===== src/rtl/matmul_dot_sequencer.sv =====
// Streams C = A*B for 8x8 signed matrices held in async-read RAMs, one dot product per cycle.
// Optional build macro MATMUL_B_TRANSPOSED_EN: B RAM holds B^T, so B lanes read row j of B^T.
module matmul_dot_sequencer #(
  parameter int N  = 8,
  parameter int DW = 8,
  parameter int AW = 6,
  parameter int CW = 19
) (
  input  logic                clk,
  input  logic                rst,
  input  logic                start,
  output logic                busy,
  output logic                done,
  output logic [N*AW-1:0]     a_addr,
  input  logic [N*DW-1:0]     a_val,
  output logic [N*AW-1:0]     b_addr,
  input  logic [N*DW-1:0]     b_val,
  output logic                c_valid,
  input  logic                c_ready,
  output logic [2:0]          c_row,
  output logic [2:0]          c_col,
  output logic [CW-1:0]       c_data
);

  localparam int PW = 2 * DW;

  typedef enum logic [1:0] {IDLE, RUN, DRAIN, DONE} state_t;

  state_t                state;
  logic [2:0]            i, j, ni, nj;
  logic                  stall, last;
  logic                  s1_valid;
  logic [2:0]            s1_i, s1_j;
  logic signed [PW-1:0]  s1_prod [N];
  logic signed [CW-1:0]  dot;

  assign stall = c_valid && !c_ready;
  assign last  = (i == 3'(N - 1)) && (j == 3'(N - 1));

  always_comb begin
    nj = j + 3'd1;
    ni = i;
    if (j == 3'(N - 1)) begin
      nj = '0;
      ni = i + 3'd1;
    end
  end

  function automatic logic [N*AW-1:0] a_lanes(input logic [2:0] r);
    logic [N*AW-1:0] v;
    v = '0;
    for (int unsigned k = 0; k < N; k++)
      v[k*AW +: AW] = AW'(r) * AW'(N) + AW'(k);
    return v;
  endfunction

  function automatic logic [N*AW-1:0] b_lanes(input logic [2:0] c);
    logic [N*AW-1:0] v;
    v = '0;
    for (int unsigned k = 0; k < N; k++)
`ifdef MATMUL_B_TRANSPOSED_EN
      v[k*AW +: AW] = AW'(c) * AW'(N) + AW'(k);
`else
      v[k*AW +: AW] = AW'(k) * AW'(N) + AW'(c);
`endif
    return v;
  endfunction

  // i/j name the element whose addresses are on the bus this cycle; the first
  // element is loaded on the start edge so RUN presents one element per cycle.
  always_ff @(posedge clk) begin
    if (rst) begin
      state  <= IDLE;
      i      <= '0;
      j      <= '0;
      busy   <= 1'b0;
      done   <= 1'b0;
      a_addr <= '0;
      b_addr <= '0;
    end else begin
      done <= 1'b0;
      case (state)
        IDLE: if (start) begin
          state  <= RUN;
          busy   <= 1'b1;
          i      <= '0;
          j      <= '0;
          a_addr <= a_lanes('0);
          b_addr <= b_lanes('0);
        end
        RUN: if (!stall) begin
          if (last) begin
            state <= DRAIN;
          end else begin
            i      <= ni;
            j      <= nj;
            a_addr <= a_lanes(ni);
            b_addr <= b_lanes(nj);
          end
        end
        DRAIN: if (c_valid && c_ready && c_row == 3'(N - 1) && c_col == 3'(N - 1)) begin
          state <= DONE;
          done  <= 1'b1;
        end
        DONE: begin
          state <= IDLE;
          busy  <= 1'b0;
        end
        default: state <= IDLE;
      endcase
    end
  end

  always_comb begin
    dot = '0;
    for (int unsigned k = 0; k < N; k++)
      dot = dot + CW'(s1_prod[k]);
  end

  always_ff @(posedge clk) begin
    if (rst) begin
      s1_valid <= 1'b0;
      s1_i     <= '0;
      s1_j     <= '0;
      for (int unsigned k = 0; k < N; k++)
        s1_prod[k] <= '0;
      c_valid  <= 1'b0;
      c_row    <= '0;
      c_col    <= '0;
      c_data   <= '0;
    end else if (!stall) begin
      s1_valid <= (state == RUN);
      s1_i     <= i;
      s1_j     <= j;
      for (int unsigned k = 0; k < N; k++)
        s1_prod[k] <= PW'($signed(a_val[k*DW +: DW])) * PW'($signed(b_val[k*DW +: DW]));
      c_valid  <= s1_valid;
      if (s1_valid) begin
        c_data <= dot;
        c_row  <= s1_i;
        c_col  <= s1_j;
      end
    end
  end

endmodule


===== config.mk =====
export PLATFORM = sky130hd
export DESIGN_NAME = matmul_dot_sequencer
export DESIGN_NICKNAME = d
export VERILOG_FILES = /design/src/rtl/matmul_dot_sequencer.sv
export SDC_FILE = /design/constraint.sdc
export NUM_CORES = 2
export LEC_CHECK = 0
export CAP_MARGIN = 20
export CORE_MARGIN = 2
export CORE_UTILIZATION = 30
export DETAILED_ROUTE_END_ITERATION = 12
export SLEW_MARGIN = 40
export SYNTH_ARGS = -nofsm -noshare
export SYNTH_HDL_FRONTEND = slang
export SYNTH_SLANG_ARGS = --single-unit

===== constraint.sdc =====
create_clock -name clk -period 6.2 [get_ports clk]
set_input_delay 0.93 -clock clk [delete_from_list [all_inputs] [get_ports clk]]
set_output_delay 0.93 -clock clk [all_outputs]
set_load 0.01 [all_outputs]

==> results_dict.tcl <==
set metrics [dict create \
    status "complete, no violations" \
    critical_path_class "input port to register" \
    route.met3.wl_mm 2.829 \
    cts_hold_buffers 0 \
    antenna_found_initial 1 \
    num_antenna_cells 0 \
    syn2layout_area_growth_pct 13.18 \
    synth-edff-count 128 \
    drc 0 \
    crit_path_end_kind "register" \
    drtIter0Drc 1006 \
    wl_met1_mm 32.37 \
    cp_data_required_time_ps 6400 \
    place_congestion 0.8615 \
    syn_area_per_cell_um2 9.425 \
    max_freq_mhz 191.7 \
    cts_root_buf "clkbuf_16" \
    cts_made_buffers 17 \
    start_util_pct 30.32 \
    tightest_slew_ps 771.9 \
    wl_per_cell_um 14.92 \
    tns_ps 0 \
    clock_latency_ps 460 \
    cp.arrival_ps 5410 \
    fin_skew_ps 13.98 \
    die_h_um 322.4 \
    finalCritPeriodShare_pct 84.12 \
    start_kind "input port" \
    routed_wl_mm 70.98 \
    synth-main-ff-cell "edfxtp_1" \
    setup_viol 0 \
    slew_viol_final 0 \
    grt_pass1_wl_mm 117.2 \
    layout-drive-gt1-share_pct 2.324 \
    syn_area_um2 30410 \
    grt_max_degree 122 \
    crit_path_max_fanout 8 \
    rsz0062_at_grt "no" \
    antenna_left 0 \
    postCtsSetupRepairBufs 0 \
    cts_tree "yes" \
    yosysTopAreaCell "fa_1" \
    core_um2 100300 \
    finalHoldViolations 0 \
    grt_pass1_vias 22054 \
    fp.dieW_um 322.4 \
    ys_warn_count 0 \
    clk_pin_slew_ps 70 \
    synth_top_area_share_pct 35.49 \
    clock-sinks 172 \
    highest_layer "met4" \
    hold_path_class "register to register" \
    synth-seq-area-share_pct 15.54 \
    first_pass_iters 5 \
    io_pins 256 \
    via_count 20696 \
    nNetsFinal 4317 \
    fin_crit_ps 5215 \
    cts_resized 0 \
    ys_seq_elements 172 \
    die-area_um2 103900 \
    synthArstFlopShare_pct 0 \
    overflow 0 \
    rows 116 \
    clk_path_buf_depth 2 \
    yosysUniqueCellTypes 62 \
    io_buffers 231 \
    synth_area_leaders "fa_1, edfxtp_1, ha_1" \
    track_usage_pct 14.23 \
    syn_inst 3226 \
    dp_hpwl_mm 61.60 \
    route.met2.wl_mm 35.20 \
    via_per_inst 4.351 \
    htree_levels 4 \
    slew-limit-headroom_pct 48.47 \
    max_cap_viol_count 0 \
]
-- worst max-delay path, stage by stage --
cell             delay, ps
clkdlybuf4s50_1        540
and2_1                 240
fa_1                   530
inv_1                   60
fa_1                   530
inv_1                   50
fa_1                   480
inv_1                   50
fa_1                   470
inv_1                   40
ha_1                   280
o21a_1                 120
o21ai_0                220
a21oi_1                150
o41ai_1                340
mux2_2                 380
-- cell usage in the layout, fill, tap and decap left out, types with 74 or more instances in the layout --
cell / n
nand2_1: 205
clkdlybuf4s50_1: 230
ha_1: 259
a21oi_1: 87
edfxtp_1: 128
inv_1: 843
nor2_1: 110
nor2b_1: 74
and2_1: 352
fa_1: 539
-- final timing paths --
path | startpoint | endpoint | slack (ps) | cells after the start
max | a_val[53] | s1_prod[1][46] | 980 | 16
min | c_data[9] | c_data[9] | 450 | 2
min reg2reg | c_data[9] | c_data[9] | 450 | 2
max reg2reg | s1_prod[1][50] | c_data[18] | 1610 | 14
-- synthesized netlist by cell type, types with 4 or more instances --
cell / count
a21o_1: 33
nor2_1: 111
a211oi_1: 19
mux2_2: 15
inv_1: 843
nor4_1: 4
buf_2: 4
mux2i_1: 16
ha_1: 259
xnor2_1: 72
nand2_1: 205
o21ai_0: 42
fa_1: 539
nand3_1: 26
buf_4: 89
nand2b_1: 35
nor2b_1: 75
o21bai_1: 9
nor3_1: 39
o21a_1: 26
nand3b_1: 6
edfxtp_1: 128
or2_2: 8
or3_1: 9
dfxtp_1: 44
o22ai_1: 11
a21oi_1: 87
nor3b_1: 7
and3_1: 10
and2_1: 352
or4_1: 6
xor2_1: 26
clkbuf_1: 22
-- flip-flops by register name, summed over array words and instances, names as in the netlist, 3 cells and up --
register / cells
c_row: 3
s1_prod: 128
s1_j: 3
s1_i: 3
c_col: 3
c_data: 19
-- metrics by stage --
stage               setup WS [ps]  cells  hold WS, ps  area, µm²  utilization, %
finish                      984.9   4757        451.8      34410           34.31
global placement            526.7   4725        439.3      33780           33.69
floorplan                    1094   3249        432.1      30490               -
detailed placement          495.5   4725        443.8      33780           33.69
CTS                         987.1   4757        453.7      34410           34.31
global route                690.3   4757        473.2      34410           34.31
-- cell families (layout without fill, tap and decap cells) --
kind of cell / Yosys count / in the layout / share of synthesized area [%]
AO/OA/AOI/OAI: 258 / 258 / 5.428
XOR/XNOR: 98 / 98 / 2.823
adder cells (fa/ha/maj): 798 / 798 / 46.15
buffers and inverters: 964 / 1115 / 13.09
flip-flops: 172 / 172 / 15.54
multiplexers: 31 / 31 / 1.082
other: 1 / 24 / 0.01233
AND/OR/NAND/NOR: 904 / 904 / 15.88
-- layer usage --
metal,track usage [%],vias up
met5,0,-
met4,1.786,0
met3,1.928,40
met2,24.92,347
met1,19.13,10353
li1,-,9956
-- final cells by class --
cell class / count / area, µm²
clock buffers: 17 / 425.4
clock inverters: 15 / 202.7
fillers: 10269 / 65880
inverters: 843 / 3164
multi-input cells: 2113 / 21810
flip-flops and latches: 172 / 4725
well taps: 1357 / 1698
repair buffers: 240 / 2390
Power is not shown: default switching activity piles up to over one toggle a cycle in this logic, so the estimate is an artifact.
